==> config.mk <==
export PLATFORM = sky130hd
export DESIGN_NAME = traffic_phase_ctrl
export DESIGN_NICKNAME = d
export VERILOG_FILES = /design/src/rtl/traffic_phase_ctrl.sv
export SDC_FILE = /design/constraint.sdc
export NUM_CORES = 1
export LEC_CHECK = 0
export ABC_AREA = 1
export CAP_MARGIN = 20
export CORE_MARGIN = 2
export CORE_UTILIZATION = 55
export CTS_BUF_LIST = sky130_fd_sc_hd__clkbuf_8
export DETAILED_ROUTE_END_ITERATION = 16
export GPL_TIMING_DRIVEN = 0
export HOLD_SLACK_MARGIN = 0.08
export PLACE_DENSITY = 0.76
export SLEW_MARGIN = 25
export SYNTH_ARGS = -nofsm -noshare
export SYNTH_HDL_FRONTEND = slang
export SYNTH_SLANG_ARGS = --single-unit
==> constraint.sdc <==
create_clock -name clk -period 2.45 [get_ports clk]
set_clock_uncertainty 0.05 [all_clocks]
set_input_delay 0.49 -clock clk [delete_from_list [all_inputs] [get_ports clk]]
set_output_delay 0.49 -clock clk [all_outputs]
set_load 0.01 [all_outputs]
==> src/rtl/traffic_phase_ctrl.sv <==
// traffic_phase_ctrl: demand-actuated multi-phase intersection controller.
// Serves one phase at a time through green -> yellow -> all-red and skips
// phases that have no latched demand. When idle it rests in green. A
// flash/fault mode blinks every lamp between red and off.
module traffic_phase_ctrl #(
    parameter int unsigned NUM_PHASES  = 4,
    parameter int unsigned CNT_W       = 8,
    parameter int unsigned GREEN_TIME  = 5,
    parameter int unsigned YELLOW_TIME = 2,
    parameter int unsigned ALLRED_TIME = 1,
    parameter int unsigned FLASH_HALF  = 3,
    localparam int unsigned PH_W       = $clog2(NUM_PHASES)
) (
    input  logic                    clk,
    input  logic                    reset,
    input  logic                    enable,
    input  logic [NUM_PHASES-1:0]   phase_req,
    input  logic                    flash_mode,
    output logic [2*NUM_PHASES-1:0] light_colors,
    output logic [PH_W-1:0]         active_phase,
    output logic                    in_flash
);

    typedef enum logic [1:0] {
        S_GREEN,
        S_YELLOW,
        S_ALLRED,
        S_FLASH
    } state_t;

    localparam logic [CNT_W-1:0] G_LOAD  = CNT_W'(GREEN_TIME - 1);
    localparam logic [CNT_W-1:0] Y_LOAD  = CNT_W'(YELLOW_TIME - 1);
    localparam logic [CNT_W-1:0] AR_LOAD = CNT_W'(ALLRED_TIME - 1);
    localparam logic [CNT_W-1:0] FH_LOAD = CNT_W'(FLASH_HALF - 1);

    localparam logic [1:0] LAMP_GREEN  = 2'b00;
    localparam logic [1:0] LAMP_YELLOW = 2'b01;
    localparam logic [1:0] LAMP_RED    = 2'b10;
    localparam logic [1:0] LAMP_OFF    = 2'b11;

    state_t                  state, state_n;
    logic [CNT_W-1:0]        timer, timer_n;
    logic [PH_W-1:0]         phase_n;
    logic [PH_W-1:0]         next_phase;
    logic [NUM_PHASES-1:0]   demand, demand_n;
    logic                    flash_red, flash_red_n;
    logic                    timer_done;
    logic                    other_demand;
    logic [2*NUM_PHASES-1:0] lights_n;

    assign timer_done   = (timer == '0);
    assign other_demand = |(demand & ~(NUM_PHASES'(1) << active_phase));

    // Pick the first demanded phase after the active one, scanning cyclically;
    // with no demand at all, fall through to the immediate successor.
    always_comb begin
        logic [PH_W-1:0] cand;
        logic            found;
        cand       = '0;
        found      = 1'b0;
        next_phase = PH_W'((32'(active_phase) + 32'd1) % NUM_PHASES);
        for (int unsigned k = 1; k <= NUM_PHASES; k++) begin
            cand = PH_W'((32'(active_phase) + k) % NUM_PHASES);
            if (!found && demand[cand]) begin
                next_phase = cand;
                found      = 1'b1;
            end
        end
    end

    // Next-state, timer, demand-latch and lamp computation.
    always_comb begin
        state_n     = state;
        timer_n     = timer_done ? timer : timer - CNT_W'(1);
        phase_n     = active_phase;
        flash_red_n = flash_red;
        demand_n    = demand;

        // The phase currently showing green has already been served, so its
        // own request is ignored.
        for (int unsigned i = 0; i < NUM_PHASES; i++) begin
            if (phase_req[i] && !(state == S_GREEN && active_phase == PH_W'(i)))
                demand_n[i] = 1'b1;
        end

        case (state)
            S_GREEN: begin
                if (flash_mode || (timer_done && other_demand)) begin
                    state_n = S_YELLOW;
                    timer_n = Y_LOAD;
                end
            end
            S_YELLOW: begin
                if (timer_done) begin
                    state_n = S_ALLRED;
                    timer_n = AR_LOAD;
                end
            end
            S_ALLRED: begin
                if (timer_done) begin
                    if (flash_mode) begin
                        state_n     = S_FLASH;
                        timer_n     = FH_LOAD;
                        flash_red_n = 1'b1;
                    end else begin
                        state_n              = S_GREEN;
                        timer_n              = G_LOAD;
                        phase_n              = next_phase;
                        // Clearing on green entry overrides a request arriving on the same edge.
                        demand_n[next_phase] = 1'b0;
                    end
                end
            end
            S_FLASH: begin
                if (!flash_mode) begin
                    state_n = S_ALLRED;
                    timer_n = AR_LOAD;
                end else if (timer_done) begin
                    flash_red_n = ~flash_red;
                    timer_n     = FH_LOAD;
                end
            end
            default: begin
                state_n = S_ALLRED;
                timer_n = AR_LOAD;
            end
        endcase

        // Lamps are derived from the next state so that they can be registered
        // alongside it, without a combinational path from the inputs.
        for (int unsigned i = 0; i < NUM_PHASES; i++) begin
            lights_n[2*i +: 2] = LAMP_RED;
            if (state_n == S_FLASH)
                lights_n[2*i +: 2] = flash_red_n ? LAMP_RED : LAMP_OFF;
            else if (phase_n == PH_W'(i) && state_n == S_GREEN)
                lights_n[2*i +: 2] = LAMP_GREEN;
            else if (phase_n == PH_W'(i) && state_n == S_YELLOW)
                lights_n[2*i +: 2] = LAMP_YELLOW;
        end
    end

    // State, timer, latches and registered outputs; enable low freezes everything.
    always_ff @(posedge clk or posedge reset) begin
        if (reset) begin
            state        <= S_ALLRED;
            timer        <= AR_LOAD;
            active_phase <= PH_W'(NUM_PHASES - 1);
            demand       <= '0;
            flash_red    <= 1'b1;
            light_colors <= {NUM_PHASES{LAMP_RED}};
            in_flash     <= 1'b0;
        end else if (enable) begin
            state        <= state_n;
            timer        <= timer_n;
            active_phase <= phase_n;
            demand       <= demand_n;
            flash_red    <= flash_red_n;
            light_colors <= lights_n;
            in_flash     <= (state_n == S_FLASH);
        end
    end

endmodule

Word level (Yosys, flattened, before mapping)
Cells that the tools add are included.
{"block": "classes", "add_sub_neg": 5, "mul": 0, "n_div": 0, "magnitude_cmp": 6, "n_eq_ne": 11, "shifts": 1, "n_mux": 58, "bitwise_logic": 5, "n_reduce_logical": 35}
{"operator": "$mux W8", "n": 6}
{"operator": "$mux W2", "n": 23}
{"operator": "$pmux W8 S4", "n": 1}
{"operator": "$logic_and A1 B1 Y1", "n": 21}
{"operator": "$mux W1", "n": 17}
{"operator": "$lt A2 B3 Y1 const B", "n": 5}
{"operator": "$eq A2 B2 Y1 const B", "n": 7}
{"operator": "$mux W4", "n": 3}
{"operator": "$and A4 B4 Y4", "n": 2}
{"operator": "$bmux W1 S2", "n": 4}
{"operator": "$eq A2 B1 Y1 const B", "n": 4}
{"operator": "$logic_not A2 Y1", "n": 4}
{"operator": "$logic_not A8 Y1", "n": 1}
{"operator": "$not A4 Y4", "n": 2}
{"operator": "$pmux W2 S4", "n": 1}
{"operator": "$sub A8 B1 Y8 const B", "n": 1}
{"operator": "$logic_not A1 Y1", "n": 7}
{"operator": "$add A2 B1 Y2 const B", "n": 2}
{"operator": "$add A2 B2 Y2 const B", "n": 2}
{"operator": "$reduce_or A4 Y1", "n": 1}
{"operator": "$shl A1 B2 Y4 const A", "n": 1}
{"operator": "$mux W3", "n": 1}
{"operator": "$demux W1 S2", "n": 1}
{"operator": "$ge A2 B1 Y1 const B", "n": 1}
{"operator": "3 further kinds", "n": 3}
{"block": "totals", "ff_bits": 26, "latchBits": 0, "ram_bits": 0, "rom_bits": 0, "in_bits": 8, "out_inout_bits": 11, "elab_cells": 128, "mem_count": 0}

Longest topological paths before layout
Gate-level depths: netlist of run 1.
{"block": "depth", "depth_word": 22, "ltp_mapped": 16, "ltp_nobuf": 15}

Worst setup path after synthesis of run 1
Ideal clock, no wire load.
{"block": "synth_path", "kind": "register to register", "start": "reg active_phase[0]", "end": "reg light_colors[2]", "setup_time_ns": 0.130, "t_arrival_ns": 2.054, "required_ns": 2.270, "slack_ns": 0.216, "path_stages_with_launch": 16, "path_buffers": 1, "synth_period_minus_slack_ns": 2.234, "path_cell_list": "dfstp_2 > buf_6 > inv_6 > ha_1 > inv_1 > nand3_2 > nand2_4 > nand2_2 > nor2_2 > nand2_2 > nand2_1 > nand3_2 > nand2_4 > inv_2 > nand3_1 > a21oi_1"}
{"block": "synth_via", "elab_chain_len": 21, "elab_cells_between_ends": 44, "cone_classes": "add/sub: 4; eq/ne: 3; shift: 1; mux: 22; bitwise: 2; reduce/logical: 12"}
{"element": "from (decl)", "line_no": "20", "rtl": "output logic [PH_W-1:0] active_phase,"}
{"element": "from (signal assigned)", "line_no": "147", "rtl": "active_phase <= PH_W'(NUM_PHASES - 1);"}
{"element": "from (signal assigned)", "line_no": "155", "rtl": "active_phase <= phase_n;"}
{"element": "$add A2 B1 Y2", "line_no": "61, 63"}
{"element": "$bmux W1 S2", "line_no": "64", "rtl": "if (!found && demand[cand]) begin"}
{"element": "$mux W1 (implied by the code)", "line_no": "64"}
{"element": "$mux W1", "line_no": "64"}
{"element": "$logic_not A1 Y1", "line_no": "64"}
{"element": "$logic_and A1 B1 Y1", "line_no": "64"}
{"element": "$mux W1", "line_no": "64"}
{"element": "$logic_not A1 Y1", "line_no": "64"}
{"element": "[5 not listed]"}
{"element": "$mux W2", "line_no": "101", "rtl": "if (flash_mode) begin"}
{"element": "$mux W2", "line_no": "100", "rtl": "if (timer_done) begin"}
{"element": "$mux W2", "line_no": "86", "rtl": "case (state)"}
{"element": "$eq A2 B1 Y1", "line_no": "135, 137"}
{"element": "$logic_and A1 B1 Y1", "line_no": "137", "rtl": "else if (phase_n == PH_W'(i) && state_n == S_YELLOW)"}
{"element": "$mux W2", "line_no": "137"}
{"element": "$mux W2", "line_no": "135", "rtl": "else if (phase_n == PH_W'(i) && state_n == S_GREEN)"}
{"element": "$mux W2 (*)", "line_no": "133", "rtl": "if (state_n == S_FLASH)"}
{"element": "to (signal assigned)", "line_no": "150", "rtl": "light_colors <= {NUM_PHASES{LAMP_RED}};"}
{"element": "to (signal assigned)", "line_no": "158", "rtl": "light_colors <= lights_n;"}
{"element": "to (decl)", "line_no": "19", "rtl": "output logic [2*NUM_PHASES-1:0] light_colors,"}
Mark *: on every way between the ends. The rest lies on a longest branch, timed or not. The select of a mux whose other input is x is not followed.
A chain may end at the register's enable or synchronous reset.

Worst setup path after layout of run 1
{"block": "layout_path", "start": "reg active_phase[0]", "end": "reg light_colors[6]"}
{"block": "layout_via", "elab_chain_len": 21, "elab_cells_between_ends": 44, "cone_classes": "add/sub: 4; eq/ne: 3; shift: 1; mux: 22; bitwise: 2; reduce/logical: 12"}
{"element": "$add A2 B1 Y2", "line_no": "61, 63"}
{"element": "$bmux W1 S2", "line_no": "64"}
{"element": "$mux W1 (implied by the code)", "line_no": "64"}
{"element": "$mux W1", "line_no": "64"}
{"element": "$logic_not A1 Y1", "line_no": "64"}
{"element": "$logic_and A1 B1 Y1", "line_no": "64"}
{"element": "$mux W1", "line_no": "64"}
{"element": "$logic_not A1 Y1", "line_no": "64"}
{"element": "[5 not listed]"}
{"element": "$mux W2", "line_no": "101"}
{"element": "$mux W2", "line_no": "100"}
{"element": "$mux W2", "line_no": "86"}
{"element": "$eq A2 B2 Y1", "line_no": "135, 137"}
{"element": "$logic_and A1 B1 Y1", "line_no": "137"}
{"element": "$mux W2", "line_no": "137"}
{"element": "$mux W2", "line_no": "135"}
{"element": "$mux W2 (*)", "line_no": "133"}
Marked as above.

==> results of run 1 <==
flip-flops by register name, summed over array words and instances (netlist names):
name          flops
light_colors      8
demand            4
timer             8
active_phase      2
in_flash          1
state             2
flash_red         1
cell families (layout without fill, tap and decap cells):
| family | after synthesis | in the layout | share of synthesized area (%) |
|---|---|---|---|
| AND/OR/NAND/NOR | 115 | 115 | 33.1 |
| AO/OA/AOI/OAI | 44 | 44 | 14.1 |
| buffers and inverters | 37 | 64 | 8.69 |
| flip-flops | 26 | 26 | 37.3 |
| adder cells (fa/ha/maj) | 6 | 6 | 4.24 |
| XOR/XNOR | 5 | 5 | 2.47 |
cell type report:
cell class,count,area (sq um)
Fill cell,273,923
Clock buffer,4,55.1
Inverter,33,130
Timing Repair Buffer,23,218
Multi-Input combinational cell,170,987
Sequential cell,26,661
Buffer,4,23.8
Tap cell,44,55.1
repair_timing:
item	4_1_cts	5_1_grt
setup endpoints to repair	7	11
gates resized for setup	2	6
hold endpoints to repair	0	0
buffers inserted	0	5
per-layer routing:
metal	part of all wire (%)	up-vias	wire length, um	track usage, %
li1	-	828	-	-
met1	49	752	1920	32.9
met2	46	24	1820	34.7
met3	2.7	9	105	3.84
met4	1.9	0	75	8.70
met5	0	-	0	0
synth_stat cells (all sizes together), types with 4 or more instances:
cell   number  area share (%)
a21oi      13             3.7
a31oi       8             2.8
dfrtp      18              25
dfstp       8              12
ha          6             4.2
inv        30             6.6
nand2      56              14
nand3      31              10
nor2       23             6.3
nor3        4             1.8
o21ai      12             3.4
o22ai       6             2.1
xor2        5             2.5
metrics by stage:
stage / power, mW / setup WS (ps) / utilization [%] / instance area [sq um] / TNS, ps
2_1_floorplan: 1.73 / 216 / - / 1770 / 0
3_3_place_gp: 2.04 / -27.6 / 65.7 / 2010 / -58.4
3_5_place_dp: 2.06 / -32.9 / 65.7 / 2010 / -84.4
4_1_cts: 2.35 / 40.9 / 67.6 / 2060 / 0
5_1_grt: 2.69 / 4.58 / 69.8 / 2130 / 0
6_report: 2.46 / 165 / 69.8 / 2130 / 0
power by group:
group	switching (mW)	internal, mW	total, mW
sequential	0.109	0.589	0.698
combinational	0.920	0.568	1.49
clock	0.133	0.144	0.277
how the worst max path moves through the flow:
stage | end | cells after the start
after floorplan | light_colors[2] | 15
after global placement | light_colors[7] | 14
after detailed placement | light_colors[4] | 14
after CTS | light_colors[6] | 12
after global routing | light_colors[6] | 15
final | light_colors[6] | 15
critical path: cells and delay by family (launching register included):
kind	cells	cell delay, ps
and+or+nand+nor	9	850
DFF	1	580
buffers and inverters	4	360
adders and majority gates	1	260
AOI/OAI and AO/OA	1	60
==> results.cfg, run 1 <==
[floorplan]
fp-row-count = 20
ioPinCount = 19
die_w_um = 60.7
initial_core_util_pct = 58.0
die_area_sq_mm = 0.00369
core_sq_mm = 0.00305
die_y_um = 60.7

[finish]
drive_above_1_share_pct = 23.5
final_cell_mix = nand2_1 (43), nand3_1 (26), dfrtp_1 (18), clkdlybuf4s50_1 (18), inv_1 (17)
nets = 275
diodes = 0
final_cells = 304
syn_to_final_growth_pct = 20.3
layout_commonest_cell = nand2_1

[worst_setup_path]
r2r_end = light_colors[6]
crit_required_ps = 2550
regToRegSetupSlack_ps = 170
arrival_ps = 2380
cp-start-kind = register
cp_cell_sequence = buf_6 -> inv_6 -> ha_4 -> inv_2 -> nand3_2 -> nand2_4 -> nand2_2 -> nor2_4 -> nand2_2 -> nand2_1 -> nand3_2 -> nand2_4 -> inv_2 -> nand3_1 -> a21oi_2
r2r_start = active_phase[0]
worst-setup-path-type = register to register
cp_max_fo = 11
cpPeakStageDelay_ps = 580
reg2reg_depth = 15
cp-startpoint = active_phase[0]
endpoint_kind = register
critPathSlowestCell = dfstp_2

[sta]
rsz0062_at_grt = no
maxSlewViolCount = 0
max_slew_margin_pct = 64.6
finalHoldViolCount = 0
min_period_ps = 2280
max_slew.worst_pin.slew_ps = 530
holdWs_ps = 439
setup_viol = 0
fmax_ghz = 0.438
post-route-period-util_pct = 93.3

[logic_synthesis]
synth_area_sq_mm = 0.00177
syn_nets = 247
ys_seq_area_share_pct = 37.3
synthArstFlopShare_pct = 100
syn_inst = 233
synth-edff-count = 0
synthFlopType = dfrtp_1
avgSynthCellArea_sq_um = 7.60
synth_seq_cells = 26
yosysWarnings = 0
ys_types = 33

[place]
place_congestion = 0.848
port_buffers = 18
placed_cells = 295
post-dp-hpwl_um = 2860

[clock_tree]
cts_sinks = 26
clk_pin_slew_ps = 90
clk_path_buf_depth = 2
cts_tree = yes
worstSkewPairLatency_ps = 270
cts_hold_buf = 0
cts-buffers-inserted = 3
root_buffer = clkbuf_8
cts.htree.levels = 1

[drt]
drc = 0
drtIter0Drc = 88
dr.pass1.iters = 6
viasPerCell = 5.31
wl_per_cell_um = 12.9
vias = 1613
antenna_left = 0
wl_um = 3920

[pwr]
leakagePower_nw = 0.964
peakVddDrop_v = 0.000647
power_density_mw_per_mm2 = 1160

[min_path]
hold_path_end = light_colors[1]
hp-start = light_colors[1]
min_path_type = register to register
whs_path_depth = 2

[grt]
grt_max_degree = 27
grt_use_total_pct = 22.9
grt_pass1_vias = 1473
grt_pass1_wl_um = 6380
grt-ovfl-total = 0
grt_antenna_before_repair = 0

[flow_run]
timing.max_cap.violations = 0

[outcome]
status = finished, final reports clean
Power figures use the tool's default switching activity.
==> run 2, diff against run 1 <==
Settings changed: PLACE_DENSITY 0.76 to 0.78, REMOVE_ABC_BUFFERS from default to 1.
==> run 2 against run 1 <==
Net effect: cell area shrank 4.1%; register-to-register slack better by 80 ps; sequential share of layout area is 1.3 points higher; power down 5.4%; clock power is 10% lower; final cell count shrank 2.3%; critical path depth down 9; critical path type is now input port to register.
==> results.cfg, run 2 (synthesis gave the netlist of run 1 again) <==
[outcome]
status = finished, final reports clean

[clock_tree]
clk_pin_slew_ps = 90
cts.htree.levels = 1
cts-buffers-inserted = 3
worstSkewPairLatency_ps = 270
clk_path_buf_depth = 2
root_buffer = clkbuf_8
cts_sinks = 26
cts_tree = yes
cts_hold_buf = 0

[place]
post-place-ws_ps = -305
postPlaceCellArea_sq_mm = 0.00198
post-dp-hpwl_um = 2750
port_buffers = 18
place_congestion = 0.912

[grt]
grt-ovfl-total = 0
grt_antenna_before_repair = 0
grt_use_total_pct = 22.5
grt_pass1_vias = 1482
grt_max_degree = 27
grt_pass1_wl_um = 6400

[finish]
layout_commonest_cell = nand2_1
drive_above_1_share_pct = 20.2
final_area_sq_mm = 0.00204
reg.largest.list = light_colors: 8 flops, timer: 8 flops, demand: 4 flops
nets = 268
post-route-util_pct = 66.9
final_cell_mix = nand2_1 (44), nand3_1 (27), inv_1 (18), dfrtp_1 (18)
diodes = 0
syn_to_final_growth_pct = 15.4

[floorplan]
die_w_um = 60.7
die_y_um = 60.7
core_sq_mm = 0.00305
ioPinCount = 19
die_area_sq_mm = 0.00369
fp-row-count = 20
initial_core_util_pct = 58.0

[sta]
timing.final.ws_setup_ps = 221
setup_viol = 0
max_slew.worst_pin.slew_ps = 801
finalHoldViolCount = 0
holdWs_ps = 442
max_slew_margin_pct = 46.6
min_period_ps = 2230
maxSlewViolCount = 0
post-route-period-util_pct = 91.0
fmax_ghz = 0.449
rsz0062_at_grt = no

[pwr]
combPwrFrac_pct = 59.6
seqPwrFrac_pct = 29.7
p_int_mw = 1.21
peakVddDrop_v = 0.000630
clock_power_share_pct = 10.6
leakagePower_nw = 0.931
power.switching_mw = 1.12
power_density_mw_per_mm2 = 1140
swShare_pct = 48.1

[drt]
antenna_left = 0
vias = 1597
wl_um = 3840
viasPerCell = 5.38
drc = 0
dr.pass1.iters = 5
wl_per_cell_um = 12.9
drtIter0Drc = 126

[worst_setup_path]
crit_required_ps = 2550
worst-setup-path-type = input port to register
arrival_ps = 2330
cp_max_fo = 21
endpoint_kind = register
cp-start-kind = input port

[flow_run]
timing.max_cap.violations = 0

[min_path]
min_path_type = register to register
## run 2: final timing paths
check,from,to,slack [ps],cells after the start
worst max-delay path,enable,demand[3],220,6
worst min-delay path,in_flash,in_flash,440,2
worst max register to register,active_phase[0],light_colors[6],250,13
worst min register to register,in_flash,in_flash,440,2
max in group asynchronous,reset,active_phase[1],1450,2
min in group asynchronous,reset,light_colors[6],530,2
## run 2: through the flow
stage	instances	power, mW	TNS (ps)
after floorplan	229	1.70	0
after global routing	297	2.54	0
after global placement	291	2.02	-2780
after detailed placement	291	2.05	-3180
final	297	2.33	0
after CTS	297	2.32	0
## run 2: what timing repair did
item / CTS / global route
pin swaps: 0 / 0
resized for setup: 1 / 2
setup endpoints to repair: 11 / 7
buffers inserted: 2 / 0
## run 2: layer usage
| metal | track usage, % | vias up | routed length (um) |
|---|---|---|---|
| li1 | - | 807 | - |
| met1 | 31.5 | 746 | 1850 |
| met2 | 37.5 | 37 | 1790 |
| met3 | 2.77 | 7 | 164 |
| met4 | 5.28 | 0 | 41 |
| met5 | 0 | - | 0 |
## run 2: cell type report
class / count / area [sq um]
fillers: 298 / 1010
multi-input cells: 170 / 958
flip-flops and latches: 26 / 661
repair buffers: 20 / 194
inverters: 33 / 130
well taps: 44 / 55.1
clock buffers: 3 / 41.3
clock inverters: 1 / 3.75
## run 2: power by group through the flow
| stage | clock network (mW) | logic, mW | registers, mW |
|---|---|---|---|
| 2_1_floorplan | 0 | 0.975 | 0.730 |
| 3_3_place_gp | 0 | 1.29 | 0.735 |
| 3_5_place_dp | 0 | 1.31 | 0.736 |
| 4_1_cts | 0.248 | 1.38 | 0.692 |
| 5_1_grt | 0.263 | 1.57 | 0.710 |
| 6_report | 0.248 | 1.39 | 0.693 |
## run 2: worst max-delay path, cell delays in order
cell and delay, ps:
dlygate4sd2_1 720, inv_1 470, nor2_4 280, inv_2 70
nor2_2 190, a31oi_1 100
